--- src/rtl/master_frame_pkg.sv ---
// Shared types and sizing for the initiator-side command frame sequencer.
// FRAME_CHKSUM_EN adds a trailing XOR checksum byte to every frame.
package master_frame_pkg;

  typedef enum logic [2:0] {
    StIdle,
    StSend,
    StWaitGap,
    StDone,
    StAbort
  } state_e;

`ifdef FRAME_CHKSUM_EN
  localparam int unsigned FRAME_LEN = 4;
`else
  localparam int unsigned FRAME_LEN = 3;
`endif

  localparam int unsigned IDX_W  = $clog2(FRAME_LEN);
  localparam int unsigned FCNT_W = 2;

endpackage

--- src/rtl/frame_timeout_ctr.sv ---
// Per-byte watchdog: counts cycles spent waiting for byte_done and flags expiry.
module frame_timeout_ctr #(
  parameter int unsigned TIMEOUT_CYCLES = 1000
) (
  input  logic clk,
  input  logic rst_n,
  input  logic clear,
  input  logic en,
  output logic expired
);

  localparam int unsigned CNT_W = $clog2(TIMEOUT_CYCLES + 1);

  logic [CNT_W-1:0] cnt;

  assign expired = (cnt == CNT_W'(TIMEOUT_CYCLES));

  // Clear loads 1 because the cycle entering the wait already counts as the first one.
  always_ff @(posedge clk or negedge rst_n) begin
    if (!rst_n) begin
      cnt <= '0;
    end else if (clear) begin
      cnt <= CNT_W'(1);
    end else if (en && !expired) begin
      cnt <= cnt + 1'b1;
    end
  end

endmodule

--- src/rtl/master_cmd_frame_tx.sv ---
// Feeds a latched {cmd, op_a, op_b} frame byte-by-byte into the I2C master byte engine.
// FRAME_CHKSUM_EN appends byte0^byte1^byte2 as a fourth byte.
module master_cmd_frame_tx
  import master_frame_pkg::*;
#(
  parameter int unsigned TIMEOUT_CYCLES = 1000,
  parameter int unsigned CMD_W          = 2
) (
  input  logic              clk,
  input  logic              rst_n,
  input  logic              start,
  input  logic [CMD_W-1:0]  cmd,
  input  logic [7:0]        op_a,
  input  logic [7:0]        op_b,
  output logic [7:0]        tx_data,
  output logic              tx_valid,
  input  logic              byte_done,
  input  logic              byte_nack,
  output logic              busy,
  output logic              frame_done,
  output logic              err,
  output logic [FCNT_W-1:0] frame_cnt
);

  state_e           state;
  logic [IDX_W-1:0] idx;
  logic [7:0]       shadow [FRAME_LEN];
  logic [7:0]       byte0;
  logic             last_byte;
  logic             tmo_clear;
  logic             tmo_en;
  logic             tmo_expired;

  assign byte0     = 8'(cmd);
  assign last_byte = (idx == IDX_W'(FRAME_LEN - 1));
  // The watchdog restarts on every entry into StSend.
  assign tmo_clear = ((state == StIdle) && start) || (state == StWaitGap);
  assign tmo_en    = (state == StSend);

  frame_timeout_ctr #(
    .TIMEOUT_CYCLES(TIMEOUT_CYCLES)
  ) u_timeout (
    .clk    (clk),
    .rst_n  (rst_n),
    .clear  (tmo_clear),
    .en     (tmo_en),
    .expired(tmo_expired)
  );

  always_ff @(posedge clk or negedge rst_n) begin
    if (!rst_n) begin
      state      <= StIdle;
      idx        <= '0;
      shadow     <= '{default: '0};
      tx_data    <= '0;
      tx_valid   <= 1'b0;
      busy       <= 1'b0;
      frame_done <= 1'b0;
      err        <= 1'b0;
      frame_cnt  <= '0;
    end else begin
      frame_done <= 1'b0;
      err        <= 1'b0;
      unique case (state)
        StIdle: begin
          if (start) begin
            shadow[0] <= byte0;
            shadow[1] <= op_a;
            shadow[2] <= op_b;
`ifdef FRAME_CHKSUM_EN
            shadow[3] <= byte0 ^ op_a ^ op_b;
`endif
            idx      <= '0;
            tx_data  <= byte0;
            tx_valid <= 1'b1;
            busy     <= 1'b1;
            state    <= StSend;
          end
        end
        StSend: begin
          // byte_done takes priority over a coincident timeout.
          if (byte_done) begin
            tx_valid <= 1'b0;
            if (byte_nack) begin
              err   <= 1'b1;
              state <= StAbort;
            end else begin
              idx <= idx + 1'b1;
              if (last_byte) begin
                frame_done <= 1'b1;
                frame_cnt  <= frame_cnt + 1'b1;
                state      <= StDone;
              end else begin
                state <= StWaitGap;
              end
            end
          end else if (tmo_expired) begin
            tx_valid <= 1'b0;
            err      <= 1'b1;
            state    <= StAbort;
          end
        end
        StWaitGap: begin
          tx_data  <= shadow[idx];
          tx_valid <= 1'b1;
          state    <= StSend;
        end
        StDone, StAbort: begin
          busy  <= 1'b0;
          state <= StIdle;
        end
        default: state <= StIdle;
      endcase
    end
  end

endmodule

--- config.mk ---
export PLATFORM = sky130hd
export DESIGN_NAME = master_cmd_frame_tx
export DESIGN_NICKNAME = d
export VERILOG_FILES = /design/src/rtl/master_frame_pkg.sv /design/src/rtl/frame_timeout_ctr.sv /design/src/rtl/master_cmd_frame_tx.sv
export SDC_FILE = /design/constraint.sdc
export NUM_CORES = 1
export LEC_CHECK = 0
export CELL_PAD_IN_SITES_DETAIL_PLACEMENT = 1
export CELL_PAD_IN_SITES_GLOBAL_PLACEMENT = 1
export CORE_MARGIN = 2
export CORE_UTILIZATION = 46
export CTS_BUF_LIST = sky130_fd_sc_hd__clkbuf_2
export DETAILED_ROUTE_END_ITERATION = 8
export PLACE_DENSITY = 0.95
export SYNTH_ARGS = -nofsm -noshare
export SYNTH_HDL_FRONTEND = slang
export SYNTH_SLANG_ARGS = --single-unit
export TNS_END_PERCENT = 5
--- constraint.sdc ---
create_clock -name clk -period 4.16 [get_ports clk]
set_input_delay 1.04 -clock clk [delete_from_list [all_inputs] [get_ports clk]]
set_output_delay 1.04 -clock clk [all_outputs]
set_load 0.02 [all_outputs]
==> results of run 1 <==
worst paths after layout:
kind / start / end / slack, ns / depth (start not counted)
min in group asynchronous: rst_n / u_timeout.cnt[5] / 0.74 / 1
worst max-delay path: start / u_timeout.cnt[1] / 1.58 / 4
worst max register to register: state[0] / u_timeout.cnt[1] / 1.92 / 3
worst min register to register: frame_cnt[1] / frame_cnt[1] / 0.50 / 1
worst min-delay path: frame_cnt[1] / frame_cnt[1] / 0.50 / 1
max in group asynchronous: rst_n / shadow[0] / 2.77 / 1
cell families after synthesis:
kind of cell | synth area share
buffers and inverters | 0.03303
DFF | 0.5263
muxes | 0.03192
adders and majority gates | 0.01680
and+or+nand+nor | 0.2559
AOI/OAI and AO/OA | 0.1282
xor gates and xnor gates | 0.007840
stage by stage:
| step | util | power, mW | area [um2] |
|---|---|---|---|
| after global routing | 0.5691 | 1.715 | 2670 |
| after CTS | 0.5691 | 1.610 | 2670 |
| after floorplan | - | 1.142 | 2235 |
| after global placement | 0.5555 | 1.305 | 2606 |
| final | 0.5691 | 1.594 | 2670 |
| after detailed placement | 0.5555 | 1.365 | 2606 |
area by class of cell:
| cell class | count | share of cell area |
|---|---|---|
| Multi-Input combinational cell | 158 | 0.3688 |
| Tap cell | 54 | 0.02530 |
| Timing Repair Buffer | 37 | 0.1359 |
| Inverter | 4 | 0.005623 |
| Clock inverter | 3 | 0.01453 |
| Clock buffer | 5 | 0.009372 |
| Sequential cell | 47 | 0.4405 |
placed cells by master, fill, tap and decap left out, types with 6 or more instances in the layout:
| cell | n |
|---|---|
| mux2i_1 | 6 |
| nor2_1 | 6 |
| clkdlybuf4s50_1 | 35 |
| nand3_1 | 6 |
| a21oi_1 | 9 |
| nand2_1 | 55 |
| a22oi_1 | 6 |
| o2bb2ai_1 | 8 |
| dfrtp_1 | 47 |
critical path, stage by stage:
cell and delay, ns:
clkdlybuf4s50_1 0.58, or4b_1 0.84, nand2_1 0.32, o32ai_1 0.12
layer usage:
metal	vias up	track usage	wire length (um)
met5	-	0	0
met4	0	0.07071	85
met3	8	0.04252	163
met2	37	0.3700	2671
met1	864	0.2775	2383
li1	850	-	-
state kept, by name, indices dropped and copies added (netlist names):
signal / cells
state: 3
idx: 2
tx_data: 8
tx_valid: 1
u_timeout.cnt: 10
err: 1
busy: 1
frame_done: 1
frame_cnt: 2
shadow: 18
power by group through the flow:
stage / sequential [mW] / combinational, mW / clock, mW
after floorplan: 0.742 / 0.400 / 0
after CTS: 0.763 / 0.594 / 0.254
after global placement: 0.750 / 0.555 / 0
after detailed placement: 0.774 / 0.591 / 0
after global routing: 0.789 / 0.658 / 0.268
final: 0.764 / 0.584 / 0.247
==> flow_metrics.env, run 1 <==
export IMPL_startpoint_type="input port"
export IMPL_grt_max_degree=48
export IMPL_synth_seq_cells=47
export IMPL_nets=279
export IMPL_postSynthCellCount=220
export IMPL_setup_viol=0
export IMPL_fin_ws_ns=1.580
export IMPL_vias_per_cell=5.711
export IMPL_whs_ns=0.4956
export IMPL_io_buffers=36
export IMPL_cts_resized=0
export IMPL_ys_warn_count=0
export IMPL_drt_initial_drc_count=114
export IMPL_fmax_mhz=387.6
export IMPL_insertion_delay_ns=0.43
export IMPL_synth_most_common_cell="nand2_1"
export IMPL_worstHoldPathType="reg -> reg"
export IMPL_ys_types=47
export IMPL_clkTransAtPathRegs_ns=0.22
export IMPL_post_cts_buffers=0
export IMPL_core_area_um2=4692
export IMPL_critPathMaxFanout=23
export IMPL_arrival_ns=2.91
export IMPL_die_h_um=73.70
export IMPL_die_area_um2=5432
export IMPL_period_needed_ns=2.580
export IMPL_synthArstFlopShare=1.000
export IMPL_fillers=524
export IMPL_synth_top_cell_area_share=0.5263
export IMPL_cts_hold_buf=0
export IMPL_p_comb_frac=0.366
export IMPL_cts_tree="built"
export IMPL_drc=0
export IMPL_cap_violations=0
export IMPL_cts_buffers=5
export IMPL_cts_buffer_depth=2
export IMPL_hold_viol=0
export IMPL_synth_common_cells="55 x nand2_1, 47 x dfrtp_1, 9 x a21oi_1"
export IMPL_p_switching_mw=0.6235
export IMPL_vdd_ir_drop_max_v=0.0002596
export IMPL_ys_flop_type="dfrtp_1"
export IMPL_antenna_found_initial=0
export IMPL_drive_above_1_share=0.06693
export IMPL_n_antenna_cell=0
export IMPL_p_seq_frac=0.479
export IMPL_synth_edf_count=0
export IMPL_fp_row_count=25
export IMPL_placedCellCount=300
export IMPL_fin_skew_ns=0.02225
export IMPL_crit_type="in -> reg"
export IMPL_final_cells=308
export IMPL_multi_input_area_um2=984.7
export IMPL_ant_nets=0
export IMPL_grt_overflow=0
export IMPL_p_clk_frac=0.155
export IMPL_drt_wirelength_per_cell_um=17.22
export IMPL_syn_num_nets=246
export IMPL_yosysSeqAreaShare=0.5263
export IMPL_io_pins=37
export IMPL_syn_area_per_cell_um2=10.16
export IMPL_hpwl_mm=3.809
export IMPL_slew_violations=0
export IMPL_grt_pass1_wl_mm=8.949
export IMPL_die_w_um=73.70
export IMPL_syn_to_final_growth_pct=19.48
export IMPL_first_pass_iters=4
export IMPL_status="completed"
export IMPL_intPower_mw=0.9708
export IMPL_powerDensity_nw_per_um2=597.1
export IMPL_place_gp_congestion=0.7866
export IMPL_htreeDepth=2
export IMPL_finalCritPeriodShare=0.6201
export IMPL_num_vias=1759
export IMPL_synth_area_um2=2235
export IMPL_max_slew_margin=0.3169
export IMPL_grt_pass1_vias=1869
export IMPL_end_kind="flip-flop"
export IMPL_power_leakage_nw=1.225
export IMPL_synthTopCellsByArea="dfrtp_1 53%, nand2_1 9.2%, o2bb2ai_1 3.1%"
export IMPL_groute_usage_overall=0.2174
export IMPL_clock_sinks=47
export IMPL_synth_area_leader_cell="dfrtp_1"
export IMPL_dp_slack_ns=1.087
export IMPL_rsz0062_at_grt="no"
export IMPL_swShare=0.3911
export IMPL_initial_core_util=0.4763
export IMPL_wl_mm=5.304
export IMPL_required_ns=4.49
export IMPL_worst_slew_pin_slew_ns=1.025
export IMPL_regArea_um2=1176
export IMPL_root_buffer="clkbuf_2"
export IMPL_finalSetupTns_ns=0
No activity file was read; power rests on OpenSTA's default activity.
==> run 2: changes to the inputs <==
CORE_UTILIZATION = 38   (was 46)
PLACE_DENSITY = 0.86   (was 0.95)
clock period = 2.1 ns   (was 4.16 ns; I/O delays follow)
==> flow_metrics.env, run 2 (synthesized netlist as in run 1, its figures left out) <==
export IMPL_status="completed"
export IMPL_die_w_um=80.69
export IMPL_ant_nets=0
export IMPL_cts_buffer_depth=2
export IMPL_fin_skew_ns=0.02228
export IMPL_drc=0
export IMPL_critPathMaxFanout=4
export IMPL_die_area_um2=6510
export IMPL_rsz0062_at_grt="no"
export IMPL_cts_hold_buf=0
export IMPL_largest_reg_flops=18
export IMPL_first_pass_iters=4
export IMPL_hpwl_mm=3.850
export IMPL_initial_core_util=0.3985
export IMPL_intPower_mw=1.855
export IMPL_place_gp_congestion=0.7876
export IMPL_n_antenna_cell=0
export IMPL_post_dp_cell_area_um2=2689
export IMPL_die_h_um=80.69
export IMPL_wl_mm=5.336
export IMPL_startpoint_type="flip-flop"
export IMPL_max_flop_register="shadow"
export IMPL_io_buffers=36
export IMPL_groute_usage_overall=0.1821
export IMPL_arrival_ns=1.51
export IMPL_cts_buffers=5
export IMPL_cts_resized=0
export IMPL_slew_violations=0
export IMPL_io_pins=37
export IMPL_fp_row_count=27
export IMPL_nets=287
export IMPL_clkTransAtPathRegs_ns=0.25
export IMPL_grt_pass1_wl_mm=9.018
export IMPL_fmax_mhz=492.2
export IMPL_layout_commonest_cell="nand2_1"
export IMPL_finalCritPeriodShare=0.9675
export IMPL_finalSetupTns_ns=0
export IMPL_worst_slew_pin_slew_ns=0.6148
export IMPL_htreeDepth=2
export IMPL_syn_to_final_growth_pct=22.45
export IMPL_antenna_found_initial=0
export IMPL_crit_chain="clkdlybuf4s50_1"
export IMPL_drive_above_1_share=0.09542
export IMPL_met1_usage=0.2455
export IMPL_setup_viol=0
export IMPL_cap_violations=0
export IMPL_vdd_ir_drop_max_v=0.0004462
export IMPL_period_needed_ns=2.032
export IMPL_cpMaxStageDelayCell="clkdlybuf4s50_1"
export IMPL_max_stage_delay_ns=0.62
export IMPL_p_seq_frac=0.475
export IMPL_grt_overflow=0
export IMPL_cpLargestDelayFamily="buffers and inverters"
export IMPL_crit_buf_inv=1
export IMPL_post_cts_buffers=0
export IMPL_drt_initial_drc_count=98
export IMPL_vias_per_cell=5.446
export IMPL_utilization=0.4880
export IMPL_num_vias=1819
export IMPL_fin_ws_ns=0.06831
export IMPL_hold_viol=0
export IMPL_worstHoldPathType="in -> async"
export IMPL_root_buffer="clkbuf_2"
export IMPL_p_comb_frac=0.402
export IMPL_dp_slack_ns=0.02389
export IMPL_reg_top3="shadow: 18 flops, u_timeout.cnt: 10 flops, tx_data: 8 flops"
export IMPL_clock_sinks=47
export IMPL_insertion_delay_ns=0.44
export IMPL_core_area_um2=5608
export IMPL_grt_busiest_layer="met2"
export IMPL_power_leakage_nw=1.262
export IMPL_p_switching_mw=1.256
export IMPL_finalInstanceArea_um2=2736
export IMPL_end_kind="output port"
export IMPL_grt_pass1_vias=1839
export IMPL_required_ns=1.57
export IMPL_max_slew_margin=0.5893
export IMPL_whs_ns=0.1226
export IMPL_grt_util_met3=0.03034
export IMPL_grt_max_degree=48
export IMPL_p_clk_frac=0.123
export IMPL_swShare=0.4037
export IMPL_powerDensity_nw_per_um2=1137
export IMPL_met2_usage=0.3000
export IMPL_crit_type="reg -> out"
export IMPL_drt_wirelength_per_cell_um=15.98
export IMPL_cts_tree="built"
export IMPL_final_cell_mix="55 x nand2_1, 47 x dfrtp_1, 34 x clkdlybuf4s50_1, 9 x a21oi_1, 9 x buf_4"
-- run 2: power groups by stage --
| stage | logic [mW] | registers, mW | clock network (mW) |
|---|---|---|---|
| 4_1_cts | 1.26 | 1.48 | 0.405 |
| 5_1_grt | 1.40 | 1.52 | 0.430 |
| 3_3_place_gp | 1.18 | 1.48 | 0 |
| 6_report | 1.25 | 1.48 | 0.384 |
| 3_5_place_dp | 1.25 | 1.50 | 0 |
| 2_1_floorplan | 0.793 | 1.47 | 0 |
-- run 2: final timing paths --
check,from,end,slack [ns],cells after the start
min,rst_n,tx_data[5],0.12,2
min reg2reg,frame_cnt[1],frame_cnt[1],0.50,1
max,tx_valid,tx_valid,0.07,1
max reg2reg,state[0],u_timeout.cnt[0],0.28,4
max in group asynchronous,rst_n,tx_data[0],1.55,2
min in group clk,frame_cnt[1],frame_cnt[1],0.50,1
-- run 2: through the flow --
step                cells  total power, mW
floorplan             220            2.262
global placement      326            2.665
detailed placement    326            2.749
CTS                   334            3.147
global route          334            3.352
finish                334            3.110
-- run 2: cell type report --
cell class                      instances  area, um2
Tap cell                               72      90.09
Fill cell                             672       2872
Timing Repair Buffer                   45      425.4
Multi-Input combinational cell        158      984.7
Sequential cell                        47       1176
Clock inverter                          3      20.02
Clock buffer                            5      25.02
Inverter                                4      15.01
-- run 2: per-layer routing --
layer  wire, um  up-vias  share of wire
met5          0        -              0
met4         56        0          0.010
met3        121        8          0.023
met2       2705       32           0.51
met1       2454      904           0.46
li1           -      875              -
==> run 3: changes to the inputs <==
GPL_ROUTABILITY_DRIVEN = 0   (was default)
==> results of run 3 <==
Final layout, timing and power as in run 2 (identical DEF).
